$ cat config.mk
export PLATFORM = sky130hd
export DESIGN_NAME = mem_access_unit
export DESIGN_NICKNAME = d
export VERILOG_FILES = /design/src/rtl/mem_access_unit.sv
export SDC_FILE = /design/constraint.sdc
export NUM_CORES = 1
export LEC_CHECK = 0
export CORE_MARGIN = 2
export CORE_UTILIZATION = 46
export DETAILED_ROUTE_END_ITERATION = 8
export HOLD_SLACK_MARGIN = 0.15
export PLACE_DENSITY = 0.74
export SLEW_MARGIN = 20
export SYNTH_ARGS = -nofsm -noshare
export SYNTH_HDL_FRONTEND = slang
export SYNTH_SLANG_ARGS = --single-unit
$ cat constraint.sdc
create_clock -name clk -period 6.82 [get_ports clk]
set_input_delay 1.023 -clock clk [delete_from_list [all_inputs] [get_ports clk]]
set_output_delay 1.023 -clock clk [all_outputs]
set_load 0.01 [all_outputs]
$ cat src/rtl/mem_access_unit.sv
// mem_access_unit: splits RV32I loads/stores into MEM_BYTES-wide memory beats,
// reassembles and extends load data, and pulses done_o when the access ends.
// Optional feature macro: MEM_MISALIGN_TRAP_EN (reject misaligned accesses with err_o).
module mem_access_unit #(
   parameter int unsigned MEM_BYTES   = 1,
   parameter int unsigned MEM_LATENCY = 1
) (
   input  logic                   clk,
   input  logic                   rst,
   input  logic                   req_i,
   input  logic                   we_i,
   input  logic [2:0]             func3_i,
   input  logic [31:0]            addr_i,
   input  logic [31:0]            wdata_i,
   output logic                   busy_o,
   output logic                   done_o,
   output logic [31:0]            rdata_o,
   output logic                   err_o,
   output logic                   mem_req_o,
   output logic                   mem_we_o,
   output logic [31:0]            mem_addr_o,
   output logic [MEM_BYTES-1:0]   mem_be_o,
   output logic [8*MEM_BYTES-1:0] mem_wdata_o,
   input  logic [8*MEM_BYTES-1:0] mem_rdata_i
);

   localparam int unsigned BeatW = 8 * MEM_BYTES;

   typedef enum logic [1:0] {StIdle, StIssue, StDrain, StDone} state_e;

   state_e                 state_q, state_d;
   logic                   we_q;
   logic [2:0]             func3_q;
   logic [31:0]            addr_q;
   logic [31:0]            wdata_q;
   logic [1:0]             beat_q;
   logic [1:0]             cap_q;
   logic [MEM_LATENCY-1:0] pend_q;
   logic [31:0]            asm_q, asm_d;
   logic [31:0]            rdata_q;
   logic [31:0]            ext_data;
   logic                   trap_q, trap_hit;
   logic [2:0]             acc_size;
   logic [1:0]             last_beat;
   logic                   accept, issue, cap_fire, load_done;

   // Access size in bytes; anything not a defined load/store code is a word.
   function automatic logic [2:0] size_of(input logic we, input logic [2:0] f3);
      logic [2:0] s;
      case ({we, f3})
         4'b0000, 4'b0100, 4'b1000: s = 3'd1;
         4'b0001, 4'b0101, 4'b1001: s = 3'd2;
         default:                   s = 3'd4;
      endcase
      return s;
   endfunction

`ifdef MEM_MISALIGN_TRAP_EN
   logic [2:0] req_size;
   assign req_size = size_of(we_i, func3_i);
   assign trap_hit = (addr_i[2:0] & (req_size - 3'd1)) != 3'd0;
`else
   assign trap_hit = 1'b0;
`endif

   assign acc_size  = size_of(we_q, func3_q);
   assign last_beat = 2'((acc_size - 3'd1) / 3'(MEM_BYTES));
   assign accept    = (state_q == StIdle) && req_i;
   assign issue     = state_q == StIssue;
   assign cap_fire  = pend_q[MEM_LATENCY-1];
   assign load_done = (state_q == StDone) && !we_q && !trap_q;

   // State register.
   always_ff @(posedge clk or negedge rst) begin
      if (!rst) begin
         state_q <= StIdle;
      end else begin
         state_q <= state_d;
      end
   end

   // Next-state logic.
   always_comb begin
      state_d = state_q;
      case (state_q)
         StIdle: begin
            if (req_i) state_d = trap_hit ? StDone : StIssue;
         end
         StIssue: begin
            if (beat_q == last_beat) state_d = we_q ? StDone : StDrain;
         end
         StDrain: begin
            if (cap_fire && (cap_q == last_beat)) state_d = StDone;
         end
         default: state_d = StIdle;
      endcase
   end

   // Request latch, beat/capture counters, read-return delay line, assembly and result.
   always_ff @(posedge clk or negedge rst) begin
      if (!rst) begin
         we_q    <= 1'b0;
         func3_q <= 3'd0;
         addr_q  <= 32'd0;
         wdata_q <= 32'd0;
         beat_q  <= 2'd0;
         cap_q   <= 2'd0;
         pend_q  <= '0;
         asm_q   <= 32'd0;
         rdata_q <= 32'd0;
         trap_q  <= 1'b0;
      end else begin
         // Only load beats return data, so only they enter the delay line.
         pend_q[0] <= issue && !we_q;
         for (int i = 1; i < int'(MEM_LATENCY); i++) pend_q[i] <= pend_q[i-1];
         if (accept) begin
            we_q    <= we_i;
            func3_q <= func3_i;
            addr_q  <= addr_i;
            wdata_q <= wdata_i;
            beat_q  <= 2'd0;
            cap_q   <= 2'd0;
            asm_q   <= 32'd0;
            trap_q  <= trap_hit;
         end
         if (issue) beat_q <= beat_q + 2'd1;
         if (cap_fire) begin
            cap_q <= cap_q + 2'd1;
            asm_q <= asm_d;
         end
         if (load_done) rdata_q <= ext_data;
      end
   end

   // Place the enabled bytes of the returning beat into the assembly register.
   always_comb begin
      asm_d = asm_q;
      for (int j = 0; j < int'(MEM_BYTES); j++) begin
         if ((32'(cap_q) * MEM_BYTES + 32'(j)) < 32'(acc_size)) begin
            asm_d[8*(32'(cap_q) * MEM_BYTES + 32'(j)) +: 8] = mem_rdata_i[8*j +: 8];
         end
      end
   end

   // Load result extension.
   always_comb begin
      case (func3_q)
         3'b000:  ext_data = {{24{asm_q[7]}}, asm_q[7:0]};
         3'b001:  ext_data = {{16{asm_q[15]}}, asm_q[15:0]};
         3'b100:  ext_data = {24'd0, asm_q[7:0]};
         3'b101:  ext_data = {16'd0, asm_q[15:0]};
         default: ext_data = asm_q;
      endcase
   end

   // Outputs: beat fields are zero outside ISSUE so idle/reset values are clean.
   always_comb begin
      busy_o      = (state_q != StIdle) || (req_i && rst);
      done_o      = state_q == StDone;
      mem_req_o   = issue;
      mem_we_o    = issue && we_q;
      mem_addr_o  = 32'd0;
      mem_be_o    = '0;
      mem_wdata_o = '0;
      if (issue) begin
         mem_addr_o  = addr_q + 32'(beat_q) * MEM_BYTES;
         mem_wdata_o = BeatW'(wdata_q >> (32'(beat_q) * BeatW));
         for (int j = 0; j < int'(MEM_BYTES); j++) begin
            mem_be_o[j] = (32'(beat_q) * MEM_BYTES + 32'(j)) < 32'(acc_size);
         end
      end
      rdata_o = load_done ? ext_data : rdata_q;
`ifdef MEM_MISALIGN_TRAP_EN
      err_o = done_o && trap_q;
`else
      err_o = 1'b0;
`endif
   end

endmodule

# ---- Word-level counts from Yosys, hierarchy flattened
# Cells that the tools add are included.
dict set report word_totals {
  register_bits 139
  in_bits 79
  output_inout_bits 78
  word_cells 73
}
dict set report op_classes {
  addsub 5
  magnitude_cmp 2
  eq_ne 17
  n_shift 3
  n_mux 18
  reduce_logical 18
}
# op count
set op_table {}
lappend op_table {{$mux 32} 5}
lappend op_table {{$pmux 32 s4} 1}
lappend op_table {{$neg 5->34} 1}
lappend op_table {{$shift 8x34->32 const A} 1}
lappend op_table {{$shiftx 8x34->32} 1}
lappend op_table {{$add 32x2->32} 1}
lappend op_table {{$bwmux 32} 1}
lappend op_table {{$shr 32x5->8} 1}
lappend op_table {{$mux 2} 6}
lappend op_table {{$eq 4x3->1 const B} 2}
lappend op_table {{$eq 4x4->1 const B} 2}
lappend op_table {{$mux 8} 1}
lappend op_table {{$eq 3x3->1 const B} 2}
lappend op_table {{$logic_and 1x1->1} 6}
lappend op_table {{$lt 2x3->1} 2}
lappend op_table {{$pmux 2 s3} 1}
lappend op_table {{$pmux 3 s2} 1}
lappend op_table {{$reduce_bool 2->1} 3}
lappend op_table {{$reduce_or 3->1} 2}
lappend op_table {{$add 2x1->2 const B} 2}
lappend op_table {{$eq 2x2->1} 2}
lappend op_table {{$eq 2x2->1 const B} 2}
lappend op_table {{$eq 4x1->1 const B} 1}
lappend op_table {{$logic_not 4->1} 1}
lappend op_table {{other kinds (12)} 15}

# ---- Longest topological paths before layout
# Gate-level depths: netlist of run 1.
dict set report logic_depth {
  ltp_word 8
  mapped_depth 10
}

# ---- Least setup slack after synthesis of run 1
# No wires, ideal clock.
dict set report synth_path {
  kind {flip-flop to output port}
  start {register beat_q[0]}
  end {output mem_addr_o[26]}
  arrival_time_ns 1.974
  path_slack_ns 3.823
  path_stages_with_launch 7
  path_buffers 0
  path_cell_list {dfrtp_1 ha_1 fa_1 and4_1 nand3_1 or4_1 a21oi_1}
}
dict set report synth_via {
  elab_chain_cells 2
}
# element line
set synth_lines {}
lappend synth_lines {{start, declared} 36} ;# logic [1:0] beat_q;
lappend synth_lines {{start signal, assigned} 126} ;# if (issue) beat_q <= beat_q + 2'd1;
lappend synth_lines {{$add 32x2->32} 166} ;# mem_addr_o = addr_q + 32'(beat_q) * MEM_BYTES;
lappend synth_lines {{$mux 32} 165} ;# if (issue) begin
lappend synth_lines {{end, declared} 21} ;# output logic [31:0] mem_addr_o,
# No other way between the ends.

# ---- Worst setup path after layout of run 1
dict set report layout_path {
  start {register beat_q[0]}
  end {output mem_addr_o[22]}
}
# Same word-level chain as after synthesis.

==> metrics, run 1 <==
WP data required=5800 ps; Max Cap Violations=0; power per cell area=426.7 mW/mm^2; Clock transition at path regs=50 ps; root buf cell=clkbuf_16; Critical R2R Launch=func3_q[1]; Peak VDD IR=0.2117 mV; Clk pwr share=22.2%; Hold/Removal Path Class=flop to flop; pre-CTS setup slack=2242 ps; Final Slew Violations=0; total CTS buffers=17; Setup WS post-layout=1795 ps; cell taking the most area after synthesis=dfrtp_1; top cell type's share of synthesized area=49.63%; Hold Path Origin=rdata_q[4]; CP max FO=17; Async S/R FF share, synth=100.0%; critical path class=flop to output port; Tcrit/Tclk final=73.68%; post-cts sizing count=0; status=completed; final hold vios=0; sequential power share=35.9%; layout cells sized above 1=14.52%; DPL Wire Length=11.86 mm; syn_nets=750; Clock Path Buffers=2; Final Skew=10.42 ps; Total GRT Usage=21.44%; largest net degree at the start of global routing=82; Die Area=0.01624 mm^2; First-pass DRT Iterations=5; FP Rows=45; syn_area_per_cell=10.70 um^2; Synth top cells by count=dfrtp_1, nand2_1, mux2_2, inv_1, a21oi_1; slew margin rel.=28.67%; crit path DAT=4000 ps; sequential fraction of the synthesis area=49.63%; number of setup violations in the final report=0; H-tree depth=4; CP max stage cell=dfrtp_1; first-pass GRT wire length=27.50 mm; Least-Margin Pin Slew=1066 ps; Gate power share=41.8%; Max Fclk=199.0 MHz; CP cell instances=ha_1 > fa_1 > and4_1 > nand3_1 > or4_1 > a21oi_1 > clkdlybuf4s50_1; Cells after DPL=963; final core utilization=61.34%; Die Wd=127.4 um; crit start category=flop; Setup TNS Final=0 ps; Critical Path Max Stage Delay=780 ps; GP Congestion=0.8016; starting DRC count in detailed routing=213; IO buf count=155; fin cells=994; Yosys reg bits=139; placeable core area=0.01503 mm^2; critical path endpoint category=output port; Leakage=3.704 nW; vias in the first global route=5547; Yosys cell types=44; cts hold-fix bufs=0; Worst Setup SP=beat_q[0]; Synth Instances=655; crit path time final=5025 ps; Sw Ratio=34.74%; Post-synth EDFFs=0; initial antenna violation count=0; drt wl/cell=17.06 um; YS warnings=0; ANT nets after route=0; Buf/Inv on CP=1; Diodes inserted=0; count leader, synth=dfrtp_1; worst-skew pair later-pin latency=410 ps; P&R area growth vs syn=31.58%; Vias/cell=5.464; Overflow after GRT=0; Die H=127.4 um; DRC errors left=0; # IOs=157; Final nets=889; CP delay by family, top=simple AND/OR/NAND/NOR gates; Initial Utilization=46.62%; DR vias=5431; number of buffers added for setup after CTS=0; RSZ-0062 raised after global routing=no; top_reg_cell synth=dfrtp_1; Cell Area, Synth=0.007008 mm^2; Int Pwr=0.002568 W; Psw=0.001367 W; clock sinks=139; WL final=16.96 mm; ranking of synthesized cells by area=dfrtp_1, mux2_2, mux2i_1; CTS tree=done
-- worst paths after layout --
kind                             endpoint  slack, ps  cells after the start
min in group asynchronous     rdata_q[18]        570                      1
max reg2reg                     asm_q[30]       3880                      9
max in group asynchronous      addr_q[29]       5120                      2
min reg2reg                    rdata_q[4]        500                      2
min                            rdata_q[4]        500                      2
max                        mem_addr_o[22]       1800                      7
-- worst register-to-register path: cells and delay by family, from the launching register on --
| family | cells | cell delay, ps |
|---|---|---|
| and+or+nand+nor | 4 | 900 |
| AOI/OAI and AO/OA | 2 | 710 |
| DFF | 1 | 610 |
| adders and majority gates | 2 | 380 |
| muxes | 1 | 260 |
-- cell families after synthesis --
family / share of synthesized area, %
xor+xnor: 1.750
other cells: 0.05351
buf+inv: 4.463
compound gates: 7.534
simple gates: 14.78
mux: 18.82
flops: 49.63
fa+ha+maj: 2.964
-- per-layer routing --
metal	GRT usage [%]	vias up	share of wire [%]
met5	0	-	0
met4	6.593	0	0.81
met3	5.779	12	6.5
met2	34.66	175	49
met1	28.41	2698	44
li1	-	2546	-
-- power groups by stage --
stage	combinational (W)	clock, W	sequential (W)
2_1_floorplan	0.00109	0	0.00129
3_3_place_gp	0.00159	0	0.00139
3_5_place_dp	0.00165	0	0.00142
4_1_cts	0.00166	0.000891	0.00141
5_1_grt	0.00179	0.000927	0.00146
6_report	0.00165	0.000874	0.00141
-- placed cells by master, fill, tap and decap left out, drive strengths merged, types with 3 or more instances in the layout --
| master | n |
|---|---|
| or3 | 6 |
| nor2b | 3 |
| mux4 | 8 |
| xor2 | 10 |
| nor2 | 33 |
| nand2b | 7 |
| ha | 15 |
| or4 | 10 |
| clkbuf | 23 |
| mux2 | 70 |
| nand3b | 3 |
| clkdlybuf4s50 | 154 |
| mux2i | 35 |
| and4 | 8 |
| a21oi | 45 |
| xnor2 | 4 |
| o21ai | 26 |
| nor3 | 3 |
| and3 | 4 |
| o31ai | 10 |
| inv | 42 |
| nand2 | 87 |
| nand4 | 11 |
| and2 | 14 |
| dfrtp | 139 |
| clkinv | 4 |
| nand3 | 12 |
-- stage by stage --
stage          power, W  area (um^2)  hold slack (ps)
2_1_floorplan  0.002379         7008            469.0
3_3_place_gp   0.002985         8656            477.0
3_5_place_dp   0.003065         8662            487.4
4_1_cts        0.003960         9215            501.6
5_1_grt        0.004179         9221            516.4
6_report       0.003935         9221            496.4
-- cell type report --
type,count,area (um^2)
clock inverter,8,95.09
tap,188,235.2
multi-input combinational,438,3233
fill,1208,5812
inverter,42,157.7
timing repair buffer,156,1564
sequential,139,3478
clock buffer,23,457.9
-- sequential cells by signal, summed over array words and instances, names as in the netlist --
register / cells
wdata_q: 32
state_q: 2
cap_fire: 1
beat_q: 2
asm_q: 32
we_q: 1
cap_q: 2
rdata_q: 32
func3_q: 3
addr_q: 32
No activity file was read; power rests on OpenSTA's default activity.
==> inputs of run 2 (changes only) <==
- clock period: 6.82 -> 5.2 ns (I/O delays scaled with it)
==> run 2 against run 1 <==
Compared with the run above: global-route usage fell by 0.068 points; clock skew rose by 3.7 ps; non-clock buffer count rose by 1; sequential power rose by 30%; routed wire length shrank 1.0%; combinational power is 32% higher; final area grew 0.52%; hold slack got worse by 88 ps; sequential share of layout area fell by 0.19 points.
==> metrics, run 2 (same netlist as run 1, synthesis figures left out) <==
vias in the first global route=5498; Power Total=0.005229 W; critical path endpoint category=output port; layout cells sized above 1=15.22%; Die H=127.4 um; Leakage=3.730 nW; DPL Wire Length=11.78 mm; routing usage on met2=33.75%; placeable core area=0.01503 mm^2; WP data required=4420 ps; DRC errors left=0; First-pass DRT Iterations=4; clock sinks=139; ANT nets after route=0; number of setup violations in the final report=0; Worst Setup SP=beat_q[1]; largest net degree at the start of global routing=85; critical path class=flop to output port; crit start category=flop; Tcrit/Tclk final=86.74%; Setup TNS Final=0 ps; Die Area=0.01624 mm^2; worst-skew pair later-pin latency=420 ps; status=completed; Clock transition at path regs=60 ps; number of buffers added for setup after CTS=0; DR vias=5318; crit path DAT=3730 ps; initial antenna violation count=0; Critical R2R Launch=func3_q[1]; Overflow after GRT=0; Hold/Removal Path Class=input pin to async pin; Peak VDD IR=0.2759 mV; first-pass GRT wire length=27.30 mm; post-cts sizing count=0; CTS tree=done; filler cell count=1217; final hold vios=0; critical path endpoint=mem_addr_o[22]; CP max FO=17; slew margin rel.=28.42%; Vias/cell=5.339; met3 Use GR=6.742%; R2R depth=9; IO buf count=155; cts hold-fix bufs=0; Final Slew Violations=0; Die Wd=127.4 um; r2r endpoint=asm_q[20]; Diodes inserted=0; WL final=16.78 mm; most used routing layer=met2; Max Fclk=221.7 MHz; crit path time final=4510 ps; Final nets=890; commonest cells after routing, fill and taps aside=clkdlybuf4s50_1, dfrtp_1, nand2_1; Total GRT Usage=21.38%; met1 global-route usage=28.30%; root buf cell=clkbuf_16; Clock Path Buffers=2; Reg2Reg Setup Slack=2230 ps; RSZ-0062 raised after global routing=no; commonest non-fill, non-tap cell in the layout=clkdlybuf4s50_1; starting DRC count in detailed routing=279; GP Congestion=0.8257; Initial Utilization=46.62%; Final Skew=14.09 ps; final core utilization=61.66%; P&R area growth vs syn=32.26%; total CTS buffers=17; H-tree depth=4; Least-Margin Pin Slew=1074 ps; FP Rows=45; cell area after layout=0.009269 mm^2; Max Cap Violations=0; Cell Area, Placed=0.008670 mm^2; drt wl/cell=16.85 um; power per cell area=564.2 mW/mm^2; # IOs=157
==> run 2: changes by cell type in the layout (fill, tap and decap cells not counted), sizes merged <==
| cell | change |
|---|---|
| clkbuf | -3 |
| bufinv | +1 |
| buf | +1 |
| clkinv | +3 |
==> run 2: worst min path at each step <==
stage / from / endpoint / slack [ps] / cells after the start
detailed placement: rdata_q[8] / rdata_q[8] / 480 / 2
CTS: rst / rdata_q[19] / 430 / 1
global route: rst / rdata_q[19] / 450 / 1
global placement: rdata_q[5] / rdata_q[5] / 480 / 2
floorplan: we_q / cap_fire / 470 / 1
finish: rst / rdata_q[19] / 410 / 1
==> run 2: cell type report <==
| type | instances | area [um^2] | share of cell area (%) |
|---|---|---|---|
| Clock buffer | 20 | 446.7 | 4.819 |
| Sequential cell | 139 | 3478 | 37.53 |
| Timing Repair Buffer | 157 | 1568 | 16.91 |
| Tap cell | 188 | 235.2 | 2.538 |
| Clock inverter | 12 | 147.6 | 1.593 |
| Multi-Input combinational cell | 438 | 3236 | 34.91 |
| Inverter | 42 | 157.7 | 1.701 |
==> run 2: power breakdown <==
part / switching [W] / total [W] / internal, W
Clock: 0.000460 / 0.00122 / 0.000763
Sequential: 0.000357 / 0.00183 / 0.00147
Combinational: 0.000989 / 0.00217 / 0.00119
Total: 0.00181 / 0.00523 / 0.00342
==> run 2: stage by stage <==
| step | setup WS [ps] | std cells | hold WS, ps |
|---|---|---|---|
| after CTS | 681.7 | 996 | 432.2 |
| after global routing | 418.6 | 996 | 452.0 |
| after global placement | 1176 | 964 | 475.9 |
| after detailed placement | 1176 | 964 | 480.5 |
| final | 689.6 | 996 | 408.5 |
| after floorplan | 2446 | 655 | 469.0 |
==> run 2: routing by layer <==
layer | vias up | routed length (um)
li1 | 2539 | -
met1 | 2596 | 7437
met2 | 161 | 8015
met3 | 22 | 1071
met4 | 0 | 257
met5 | - | 0
==> run 2: worst max-delay path, stage by stage (launching register included) <==
cell	delay (ps)
dfrtp_1	760
fa_1	340
and4_1	290
nand3_1	480
or4_1	680
a21oi_1	170
clkdlybuf4s50_1	580
==> inputs of run 3 (changes only) <==
- CAP_MARGIN: default -> 20
==> results of run 3 <==
Same layout as run 2: the final DEF is identical, and so are final timing and power.
